--- config.mk ---
export PLATFORM = sky130hd
export DESIGN_NAME = nco_seq_ctrl
export DESIGN_NICKNAME = d
export VERILOG_FILES = /design/src/rtl/nco_seq_ctrl.sv
export SDC_FILE = /design/constraint.sdc
export NUM_CORES = 1
export LEC_CHECK = 0
export BUFFER_PORTS_ARGS = -buffer_cell sky130_fd_sc_hd__buf_2
export CORE_MARGIN = 2
export CORE_UTILIZATION = 30
export DETAILED_ROUTE_END_ITERATION = 12
export GPL_TIMING_DRIVEN = 0
export HOLD_SLACK_MARGIN = 0.02
export MAX_ROUTING_LAYER = met4
export PLACE_DENSITY = 0.46
export SLEW_MARGIN = 5
export SYNTH_ARGS = -nofsm -noshare
export SYNTH_HDL_FRONTEND = slang
export SYNTH_SLANG_ARGS = --single-unit
--- constraint.sdc ---
create_clock -name clk -period 5.3 [get_ports clk]
set_input_delay 0.795 -clock clk [delete_from_list [all_inputs] [get_ports clk]]
set_output_delay 0.795 -clock clk [all_outputs]
set_load 0.005 [all_outputs]
--- src/rtl/nco_seq_ctrl.sv ---
// nco_seq_ctrl: phase-accumulator sequencer driving the carrier-offset NCO sin/cos ROM pair for a programmed burst.
// Latency: first rom_en one clock after start is sampled in ARMED; out_vld trails rom_en by exactly ROM_LAT clocks.
// Backpressure: none downstream (mixer must take every out_vld); config taken via cfg_valid/cfg_ready only in IDLE. Optional NCO_SEQ_DITHER_EN adds LFSR phase dither on rom_addr.
module nco_seq_ctrl #(
    parameter int PHASE_W = 16,
    parameter int ADDR_W  = 10,
    parameter int ROM_LAT = 1,
    parameter int LEN_W   = 12
) (
    input  logic               clk,
    input  logic               rst,
    input  logic               cfg_valid,
    output logic               cfg_ready,
    input  logic [PHASE_W-1:0] cfg_fcw,
    input  logic [PHASE_W-1:0] cfg_phase0,
    input  logic [LEN_W-1:0]   cfg_len,
    input  logic               start,
    input  logic               abort,
    output logic               rom_en,
    output logic [ADDR_W-1:0]  rom_addr,
    output logic               out_vld,
    output logic               busy,
    output logic               done
);

    typedef enum logic [1:0] {
        S_IDLE  = 2'd0,
        S_ARMED = 2'd1,
        S_RUN   = 2'd2,
        S_DRAIN = 2'd3
    } state_t;

    localparam logic [2:0] DRAIN_LAST = 3'(ROM_LAT - 1);

    state_t               state;
    logic [PHASE_W-1:0]   acc;
    logic [PHASE_W-1:0]   fcw_q;
    logic [LEN_W-1:0]     len_q;
    logic [LEN_W-1:0]     cnt;
    logic [2:0]           drain_cnt;
    logic [ROM_LAT-1:0]   vld_sr;
    logic                 cfg_accept;
    logic                 issue;
    logic [ADDR_W-1:0]    addr_nxt;

    // A read is issued on the start cycle out of ARMED and on every RUN cycle until
    // len addresses are out or abort arrives; abort always wins over start.
    assign cfg_accept = (state == S_IDLE) && cfg_valid;
    assign issue      = !abort && (((state == S_ARMED) && start) ||
                                   ((state == S_RUN) && (cnt != len_q)));

`ifdef NCO_SEQ_DITHER_EN
    localparam int TRUNC_W = PHASE_W - ADDR_W;

    logic [15:0]        lfsr;
    logic               lfsr_fb;
    logic [PHASE_W-1:0] acc_dith;

    // Dither only perturbs the address, never the accumulator, so the carrier
    // frequency stays exact while truncation spurs get spread.
    assign lfsr_fb  = lfsr[15] ^ lfsr[13] ^ lfsr[12] ^ lfsr[10];
    assign acc_dith = acc + PHASE_W'(lfsr[TRUNC_W-1:0]);
    assign addr_nxt = acc_dith[PHASE_W-1 -: ADDR_W];

    // LFSR restarts from the same seed for every burst so bursts are repeatable.
    always_ff @(posedge clk or negedge rst) begin
        if (!rst) begin
            lfsr <= 16'hACE1;
        end else if (cfg_accept) begin
            lfsr <= 16'hACE1;
        end else if (issue) begin
            lfsr <= {lfsr[14:0], lfsr_fb};
        end
    end
`else
    assign addr_nxt = acc[PHASE_W-1 -: ADDR_W];
`endif

    // Main sequencer: config latch, burst address issue and drain timing.
    always_ff @(posedge clk or negedge rst) begin
        if (!rst) begin
            state     <= S_IDLE;
            cfg_ready <= 1'b1;
            busy      <= 1'b0;
            done      <= 1'b0;
            rom_en    <= 1'b0;
            rom_addr  <= '0;
            acc       <= '0;
            fcw_q     <= '0;
            len_q     <= '0;
            cnt       <= '0;
            drain_cnt <= '0;
        end else begin
            done   <= 1'b0;
            rom_en <= issue;
            if (issue) begin
                rom_addr <= addr_nxt;
                acc      <= acc + fcw_q;
                cnt      <= cnt + 1'b1;
            end
            case (state)
                S_IDLE: begin
                    if (cfg_accept) begin
                        fcw_q     <= cfg_fcw;
                        len_q     <= cfg_len;
                        acc       <= cfg_phase0;
                        cnt       <= '0;
                        cfg_ready <= 1'b0;
                        busy      <= 1'b1;
                        state     <= S_ARMED;
                    end
                end
                S_ARMED: begin
                    if (abort) begin
                        state     <= S_IDLE;
                        cfg_ready <= 1'b1;
                        busy      <= 1'b0;
                        done      <= 1'b1;
                    end else if (start) begin
                        state <= S_RUN;
                    end
                end
                S_RUN: begin
                    // cnt wraps to zero after 2^LEN_W issues, which makes len 0 a full-range burst.
                    if (!issue) begin
                        drain_cnt <= '0;
                        state     <= S_DRAIN;
                    end
                end
                S_DRAIN: begin
                    // Reads already in the ROM pipe finish here; abort is ignored.
                    if (drain_cnt == DRAIN_LAST) begin
                        state     <= S_IDLE;
                        cfg_ready <= 1'b1;
                        busy      <= 1'b0;
                        done      <= 1'b1;
                    end else begin
                        drain_cnt <= drain_cnt + 1'b1;
                    end
                end
                default: state <= S_IDLE;
            endcase
        end
    end

    // Valid strobe follows the ROM read pipe so it lines up with ROM data.
    always_ff @(posedge clk or negedge rst) begin
        if (!rst) begin
            vld_sr <= '0;
        end else begin
            vld_sr[0] <= rom_en;
            for (int i = 1; i < ROM_LAT; i++) begin
                vld_sr[i] <= vld_sr[i-1];
            end
        end
    end

    assign out_vld = vld_sr[ROM_LAT-1];

endmodule

**Word-level counts from Yosys, hierarchy flattened**

Index checks and enable logic that the tools add are counted.

- Add/sub/neg operators: 3
- Reductions and logical operators: 14
- Mux-type cells: 26
- Equal/unequal tests: 10

Operator list:

| operator | number |
|---|---|
| $mux W16 | 3 |
| $mux W12 | 3 |
| $add A16 B16 Y16 | 1 |
| $add A12 B1 Y12 const B | 1 |
| $ne A12 B12 Y1 | 1 |
| $mux W2 | 5 |
| $ne A2 B2 Y1 const B | 5 |
| $mux W1 | 8 |
| $pmux W2 S4 | 1 |
| $reduce_and A4 Y1 | 2 |
| $mux W3 | 2 |
| $pmux W1 S3 | 2 |
| $pmux W3 S2 | 1 |
| $eq A2 B2 Y1 const B | 2 |
| $logic_and A1 B1 Y1 | 4 |
| $add A3 B1 Y3 const B | 1 |
| $logic_not A3 Y1 | 1 |
| $ne A3 B3 Y1 const B | 1 |
| $reduce_and A3 Y1 | 1 |
| $reduce_bool A3 Y1 | 1 |
| $eq A2 B1 Y1 const B | 1 |
| $logic_not A2 Y1 | 1 |
| $pmux W1 S2 | 1 |
| $reduce_and A2 Y1 | 1 |
| 3 further kinds | 3 |

- Register bits after elaboration: 76
- Output and inout port bits: 15
- Input port bits: 49
- Logic and storage cells: 65

**Longest topological paths before layout**

Gate-level depths: netlist of run 1.

- Depth after elaboration: 7
- Mapped depth: 9

**Least setup slack after synthesis of run 1**

Ideal clock, no wire load.

- Path type: register to register
- Start: register acc[3]
- End: register acc[13]
- Setup slack: 3082 ps
- Data arrival time: 2094 ps
- Setup time: 124 ps
- Clock period less this slack: 2218 ps
- Stages on the path, launching flop included: 9
- Path buffers: 0
- Path through: dfrtp_1 -> ha_1 -> a21o_1 -> a2111oi_4 -> a211oi_2 -> o211ai_2 -> nor3b_2 -> nor3_1 -> a211o_1

- Word-level cells in the longest chain between the ends: 4

Ends and longest elaborated chain:

| what | line | source |
|---|---|---|
| start, declared | 36 | `logic [PHASE_W-1:0] acc;` |
| start signal, assigned | 98 | `acc <= acc + fcw_q;` |
| start signal, assigned | 106 | `acc <= cfg_phase0;` |
| $add A16 B16 Y16 (*) | 98 |  |
| $mux W16 (*) | 96 | `if (issue) begin` |
| $mux W16 | 103 | `if (cfg_accept) begin` |
| $mux W16 (*) | 101 | `case (state)` |

Every way passes the cells marked *; elsewhere a longest branch is shown, timed or not.
A chain may end at the register's enable or synchronous reset.

**Worst setup path after layout of run 1**

- Start: register acc[0]
- End: register acc[14]

Same word-level chain as after synthesis.

==> metrics.txt, run 1 <==
# TYPE chip_impl_metric gauge
chip_impl_info{name="result_of_the_run",value="finished clean"} 1
chip_impl_metric{name="post_synthesis_adder_cell_area_fraction",unit="%"} 5.99
chip_impl_metric{name="antenna_found_initial",unit=""} 0
chip_impl_metric{name="grt_pass1_vias",unit=""} 3434
chip_impl_metric{name="slew_headroom",unit="%"} 46.1
chip_impl_metric{name="ys_async_sr_fraction",unit="%"} 100
chip_impl_metric{name="area_share_of_the_leading_cell_type_in_the_synthesized_netlist",unit="%"} 45.8
chip_impl_metric{name="die_w",unit="um"} 121
chip_impl_metric{name="synth_xor_area_share",unit="%"} 7.27
chip_impl_info{name="synth_top_family_by_area",value="simple AND/OR/NAND/NOR gates"} 1
chip_impl_metric{name="start_util",unit="%"} 30.8
chip_impl_metric{name="finalSetupViolations",unit=""} 0
chip_impl_metric{name="grt_use_total",unit="%"} 15.7
chip_impl_metric{name="postSynthAreaPerCell",unit="sq um"} 9.37
chip_impl_metric{name="power-per-cell-area",unit="mW/mm^2"} 627
chip_impl_metric{name="avgRoutedWirePerCell",unit="um"} 14.9
chip_impl_info{name="ys_dominant_reg_cell",value="dfrtp_1"} 1
chip_impl_info{name="synth_top_area_cell",value="dfrtp_1"} 1
chip_impl_info{name="ys_top_cells_by_count",value="nand2_1 (114), dfrtp_1 (75), nor2_1 (26)"} 1
chip_impl_metric{name="synth_mux_area_share",unit="%"} 5.20
chip_impl_metric{name="dp.final_hpwl",unit="um"} 7470
chip_impl_metric{name="seq_area",unit="sq mm"} 0.00190
chip_impl_metric{name="seq_area_frac_synth",unit="%"} 46.5
chip_impl_info{name="setup_repair_after_global_routing_missed_its_margin",value="false"} 1
chip_impl_metric{name="post-cts-setup-buffers",unit=""} 0
chip_impl_metric{name="synthDistinctLibCells",unit=""} 52
chip_impl_metric{name="yosys_warnings",unit=""} 0
chip_impl_metric{name="syn_nets",unit=""} 505
chip_impl_metric{name="post_route_cells_drive_above_1_share",unit="%"} 17.6
chip_impl_metric{name="max-vdd-ir-drop",unit="mV"} 0.175
chip_impl_metric{name="count_of_nets_left_with_antenna_violations_after_detail_routing",unit=""} 0
chip_impl_metric{name="final.setup_skew",unit="ns"} 0.00839
chip_impl_metric{name="dieArea",unit="sq mm"} 0.0146
chip_impl_info{name="cts_tree",value="yes"} 1
chip_impl_metric{name="detailedRoute.firstPassIterationCount",unit=""} 4
chip_impl_metric{name="postRouteWirelength",unit="um"} 10300
chip_impl_metric{name="post-route-drc-count",unit=""} 0
chip_impl_metric{name="period_needed",unit="ns"} 2.55
chip_impl_info{name="min-delay-start",value="rom_en"} 1
chip_impl_info{name="clk_root_buffer_cell",value="clkbuf_16"} 1
chip_impl_metric{name="top_level_ports",unit=""} 64
chip_impl_metric{name="synth_compound_gate_area_share",unit="%"} 12.0
chip_impl_metric{name="crit_required",unit="ns"} 5.56
chip_impl_metric{name="clk_latency",unit="ns"} 0.33
chip_impl_metric{name="cts_inserted_buffers",unit=""} 9
chip_impl_info{name="hold_path.class",value="reg -> reg"} 1
chip_impl_metric{name="numClockSinks",unit=""} 76
chip_impl_metric{name="htreeDepth",unit=""} 3
chip_impl_metric{name="rows",unit=""} 42
chip_impl_metric{name="detailedRoute.firstIterationViolations",unit=""} 185
chip_impl_metric{name="areaGrowthSynthToFinish",unit="%"} 19.9
chip_impl_metric{name="final_max_slew_viol_count",unit=""} 0
chip_impl_metric{name="synth_enable_flop_cells",unit=""} 0
chip_impl_metric{name="yosys.area_share.simple",unit="%"} 20.1
chip_impl_info{name="timing_worst_setup_path_type",value="reg -> reg"} 1
chip_impl_metric{name="timing.setup.tns",unit="ns"} 0
chip_impl_metric{name="drv.max_cap_violation_count",unit=""} 0
chip_impl_metric{name="final_min_period_over_clock_period",unit="%"} 48.2
chip_impl_metric{name="post_drt_via_cell_ratio",unit=""} 4.75
chip_impl_metric{name="wl_met2",unit="um"} 4520
chip_impl_metric{name="post_synth_instance_area",unit="sq mm"} 0.00409
chip_impl_metric{name="grt_start_max_net_pins",unit=""} 46
chip_impl_info{name="synthMostInstantiatedCell",value="nand2_1"} 1
chip_impl_metric{name="clk_path_buf_depth",unit=""} 2
chip_impl_metric{name="multi_input_comb_area",unit="sq mm"} 0.00207
chip_impl_metric{name="nFillCells",unit=""} 1370
chip_impl_metric{name="numPortBuffers",unit=""} 62
chip_impl_metric{name="post_cts.resized_instances",unit=""} 0
chip_impl_metric{name="worstPathArrival",unit="ns"} 2.81
chip_impl_info{name="critPathCaptureType",value="register"} 1
chip_impl_metric{name="clk_transition_reported_paths",unit="ns"} 0.06
chip_impl_metric{name="routabilityCongestion",unit=""} 0.839
chip_impl_info{name="highest_layer",value="met4"} 1
chip_impl_metric{name="final_cell_count_no_fill",unit=""} 692
chip_impl_info{name="crit_start",value="acc[0]"} 1
chip_impl_metric{name="diodes",unit=""} 0
chip_impl_info{name="synthTopCellsByArea",value="dfrtp_1 (46%), nand2_1 (10%), ha_1 (5.5%)"} 1
chip_impl_metric{name="globalRoute.totalOverflow",unit=""} 0
chip_impl_metric{name="dp_cells",unit=""} 676
chip_impl_info{name="worstSetupStartpointType",value="register"} 1
chip_impl_metric{name="cts_hold_buffers",unit=""} 0
chip_impl_metric{name="die_y",unit="um"} 121
chip_impl_metric{name="final_net_count",unit=""} 579
chip_impl_metric{name="critical_path_peak_fanout",unit=""} 3
chip_impl_metric{name="met3WireLength",unit="um"} 335
chip_impl_metric{name="synth_cells",unit=""} 437
chip_impl_metric{name="max_slew.worst_pin.slew",unit="ns"} 0.805
chip_impl_metric{name="detail_route.wirelength.met1",unit="um"} 5230
chip_impl_metric{name="synthesized_flop_and_latch_total",unit=""} 76
chip_impl_info{name="reg2reg_from",value="acc[0]"} 1
chip_impl_metric{name="final_hold_violating_endpoints",unit=""} 0
chip_impl_metric{name="dr_total_vias",unit=""} 3285
chip_impl_metric{name="design.core.area",unit="sq mm"} 0.0133
chip_impl_metric{name="fmaxAchievable",unit="GHz"} 0.392
chip_impl_metric{name="grt_pass1_wl",unit="um"} 17600
chip_impl_metric{name="power.leakage",unit="nW"} 2.37
[area by class of cell]
type	count	share of cell area [%]
Inverter	10	0.765
Timing Repair Buffer	63	6.93
Buffer	18	1.66
Sequential cell	76	38.8
Clock inverter	3	0.306
Tap cell	176	4.49
Multi-Input combinational cell	333	42.2
Clock buffer	13	4.89
[registers in the layout, indices dropped and copies added, names as in the netlist, named ones only]
register   count
cfg_ready      1
out_vld        1
done           1
cnt           12
rom_addr      10
rom_en         1
len_q         12
fcw_q         16
acc           16
state          1
busy           1
drain_cnt      3
[final timing paths]
check / end / slack [ns] / cells after the start
worst min register to register: out_vld / 0.38 / 0
max in group asynchronous: cfg_ready / 4.26 / 2
worst min-delay path: out_vld / 0.38 / 0
worst max-delay path: acc[14] / 2.75 / 9
worst max register to register: acc[14] / 2.75 / 9
min in group asynchronous: acc[5] / 0.41 / 1
[worst max-delay path, cell delays in order, from the launching register on]
cell and delay (ns):
dfrtp_1 0.38, ha_1 0.23, fa_1 0.41, a21oi_1 0.28, o221ai_1 0.26, a41oi_1 0.44, o21ai_1 0.14, xor2_1 0.15
nand2_1 0.07, a21oi_1 0.12
[cell usage in the layout, fill, tap and decap left out, types with 2 or more instances in the layout]
master	synthesis	layout
nand3_1	5	5
mux2_1	10	10
a21o_1	8	8
buf_2	2	63
dfrtp_1	75	75
inv_1	8	8
o31ai_1	4	4
nor3b_1	2	2
o21ai_0	10	10
mux2i_1	10	10
nand2_1	114	114
clkbuf_16	0	9
nor2_1	26	26
ha_1	18	18
clkinv_2	0	3
nor3_1	5	5
nand4_1	14	14
xor2_1	13	13
inv_2	2	2
a21oi_1	20	20
a21oi_2	3	3
nor2b_1	4	4
xnor2_1	21	21
o21ai_1	12	12
and3_1	9	9
clkbuf_1	13	17
o211ai_2	2	2
buf_4	1	2
[cells by family (layout without fill, tap and decap cells)]
family          count (synthesis)  in the layout
compound gates                 73             73
xor+xnor                       34             34
fa+ha+maj                      19             19
buf+inv                        28            107
flops                          76             76
mux                            20             20
simple gates                  187            187
[layer usage]
metal  track usage [%]  up-vias
li1                  -     1641
met3              2.12       15
met5                 -        -
met1              21.9     1577
met2              23.6       52
met4              5.67        0
[through the flow]
stage	hold WS (ns)	utilization (%)	cell area, sq um	total power, mW	setup slack [ns]
2_1_floorplan	0.376	-	4090	2.14	3.08
3_3_place_gp	0.374	34.8	4620	2.51	2.58
3_5_place_dp	0.379	35.0	4650	2.54	2.59
4_1_cts	0.394	36.9	4910	3.11	2.76
5_1_grt	0.397	36.9	4910	3.39	2.44
6_report	0.384	36.9	4910	3.08	2.75
[report_power, final]
group          internal (mW)  leakage [nW]  switching [mW]
clock                  0.315         0.127           0.230
combinational          0.664          1.30           0.863
sequential             0.829         0.946           0.177
total                   1.81          2.37            1.27
Power figures use the tool's default switching activity.
==> run 2: changes to the inputs <==
clock period = 2.6 ns   (was 5.3 ns; I/O delays follow)
==> run 2 against run 1 <==
Compared with the run above: fmax increased by 4.3%; worst hold slack worse by 0.14 ns; via count rose by 0.37%; sequential power up 100%; worst setup slack worse by 2.6 ns; largest cell class unchanged.
==> metrics.txt, run 2 (same netlist as run 1, synthesis figures left out) <==
# TYPE chip_impl_metric gauge
chip_impl_metric{name="clk_transition_reported_paths",unit="ns"} 0.06
chip_impl_metric{name="numPortBuffers",unit=""} 62
chip_impl_metric{name="final_min_period_over_clock_period",unit="%"} 94.1
chip_impl_metric{name="grt_use_total",unit="%"} 15.8
chip_impl_metric{name="start_util",unit="%"} 30.8
chip_impl_metric{name="post_drt_via_cell_ratio",unit=""} 4.76
chip_impl_info{name="worstSetupStartpointType",value="register"} 1
chip_impl_metric{name="power-per-cell-area",unit="mW/mm^2"} 1280
chip_impl_info{name="result_of_the_run",value="finished clean"} 1
chip_impl_metric{name="dieArea",unit="sq mm"} 0.0146
chip_impl_metric{name="avgRoutedWirePerCell",unit="um"} 14.8
chip_impl_info{name="cts_tree",value="yes"} 1
chip_impl_metric{name="clk_latency",unit="ns"} 0.33
chip_impl_metric{name="post-cts-setup-buffers",unit=""} 0
chip_impl_metric{name="design.core.area",unit="sq mm"} 0.0133
chip_impl_metric{name="die_w",unit="um"} 121
chip_impl_metric{name="fin_worst_hold_slack",unit="ns"} 0.247
chip_impl_metric{name="top_level_ports",unit=""} 64
chip_impl_metric{name="routabilityCongestion",unit=""} 0.839
chip_impl_info{name="clk_root_buffer_cell",value="clkbuf_16"} 1
chip_impl_metric{name="postRouteWirelength",unit="um"} 10300
chip_impl_metric{name="final_max_slew_viol_count",unit=""} 0
chip_impl_metric{name="max_slew.worst_pin.slew",unit="ns"} 0.801
chip_impl_metric{name="htreeDepth",unit=""} 3
chip_impl_metric{name="period_needed",unit="ns"} 2.45
chip_impl_info{name="hold_path.class",value="in -> reg"} 1
chip_impl_metric{name="grt_pass1_vias",unit=""} 3437
chip_impl_metric{name="drv.max_cap_violation_count",unit=""} 0
chip_impl_metric{name="post_route_cells_drive_above_1_share",unit="%"} 18.2
chip_impl_metric{name="worstPathArrival",unit="ns"} 2.70
chip_impl_metric{name="cts_inserted_buffers",unit=""} 9
chip_impl_info{name="setup_repair_after_global_routing_missed_its_margin",value="true"} 1
chip_impl_info{name="critPathCaptureType",value="register"} 1
chip_impl_metric{name="dp.final_hpwl",unit="um"} 7470
chip_impl_info{name="largestRegisters",value="acc (16), fcw_q (16)"} 1
chip_impl_metric{name="fmaxAchievable",unit="GHz"} 0.409
chip_impl_metric{name="antenna_found_initial",unit=""} 0
chip_impl_metric{name="grt_pass1_wl",unit="um"} 17600
chip_impl_metric{name="numClockSinks",unit=""} 76
chip_impl_metric{name="finalSetupViolations",unit=""} 0
chip_impl_metric{name="die_y",unit="um"} 121
chip_impl_info{name="timing_worst_setup_path_type",value="reg -> reg"} 1
chip_impl_metric{name="clk_path_buf_depth",unit=""} 2
chip_impl_metric{name="globalRoute.totalOverflow",unit=""} 0
chip_impl_metric{name="rows",unit=""} 42
chip_impl_metric{name="max-vdd-ir-drop",unit="mV"} 0.358
chip_impl_metric{name="count_of_nets_left_with_antenna_violations_after_detail_routing",unit=""} 0
chip_impl_metric{name="final_net_count",unit=""} 580
chip_impl_info{name="layout_commonest_cell",value="nand2_1"} 1
chip_impl_metric{name="final.setup_skew",unit="ns"} 0.00794
chip_impl_info{name="most-common-layout-cells",value="nand2_1 (114), dfrtp_1 (75), buf_2 (63), nor2_1 (26), xnor2_1 (21)"} 1
chip_impl_metric{name="post-route-drc-count",unit=""} 0
chip_impl_metric{name="critical_path_peak_fanout",unit=""} 3
chip_impl_metric{name="dr_total_vias",unit=""} 3297
chip_impl_metric{name="areaGrowthSynthToFinish",unit="%"} 20.4
chip_impl_metric{name="grt_start_max_net_pins",unit=""} 46
chip_impl_metric{name="slew_headroom",unit="%"} 46.4
chip_impl_metric{name="nFillCells",unit=""} 1372
chip_impl_metric{name="power.leakage",unit="nW"} 2.38
chip_impl_metric{name="final_hold_violating_endpoints",unit=""} 0
chip_impl_metric{name="crit_required",unit="ns"} 2.86
chip_impl_metric{name="timing.setup.tns",unit="ns"} 0
chip_impl_metric{name="detailedRoute.firstIterationViolations",unit=""} 184
chip_impl_metric{name="detailedRoute.firstPassIterationCount",unit=""} 4
chip_impl_metric{name="diodes",unit=""} 0
==> run 2: repair_timing <==
action | 4_1_cts | 5_1_grt
resized for setup | 0 | 5
endpoints found under the setup margin | 0 | 19
hold endpoints to repair | 7 | 0
hold buffers | 1 | 0
==> run 2: metrics by stage <==
step	util, %	std cells	total power [mW]	cell area [sq um]	worst slack (ns)
after floorplan	-	437	4.35	4090	0.382
after global placement	34.8	675	5.11	4620	0.0978
after detailed placement	35.0	676	5.18	4650	0.101
after CTS	37.0	693	6.35	4920	0.0561
after global routing	37.1	693	6.93	4930	-0.116
final	37.1	693	6.29	4930	0.153
==> run 2: area by class of cell <==
cell class / count / area, sq um / share of cell area (%)
tap: 176 / 220 / 4.47
clock inverter: 3 / 15.0 / 0.305
inverter: 10 / 37.5 / 0.761
buffer: 18 / 83.8 / 1.70
sequential: 76 / 1900 / 38.6
clock buffer: 13 / 240 / 4.87
timing repair buffer: 64 / 350 / 7.11
multi-input combinational: 333 / 2080 / 42.2
==> run 2: worst paths after layout <==
kind	start	end	slack (ns)	cells after the start
worst max-delay path	acc[0]	acc[14]	0.15	9
worst max register to register	acc[0]	acc[14]	0.15	9
max in group asynchronous	rst	cfg_ready	1.42	3
worst min register to register	rom_en	out_vld	0.38	0
worst min-delay path	cfg_len[6]	len_q[6]	0.25	3
min in group asynchronous	rst	acc[5]	0.55	2
==> run 2: report_power, final <==
group / switching [mW] / leakage [nW] / internal (mW)
clock network: 0.472 / 0.127 / 0.643
registers: 0.360 / 0.946 / 1.69
logic: 1.77 / 1.31 / 1.36
==> run 2: critical path, stage by stage, from the launching register on <==
cell	delay (ns)
dfrtp_1	0.38
ha_1	0.23
fa_1	0.41
a21oi_1	0.28
o221ai_1	0.28
a41oi_2	0.33
o21ai_1	0.12
xor2_1	0.15
nand2_1	0.07
a21oi_1	0.12
==> run 2: per-layer routing <==
layer	global-route usage (%)	up-vias	share of wire, %
li1	-	1645	-
met1	21.9	1583	51
met2	23.6	54	44
met3	2.12	15	3.3
met4	5.67	0	1.9
met5	-	-	0
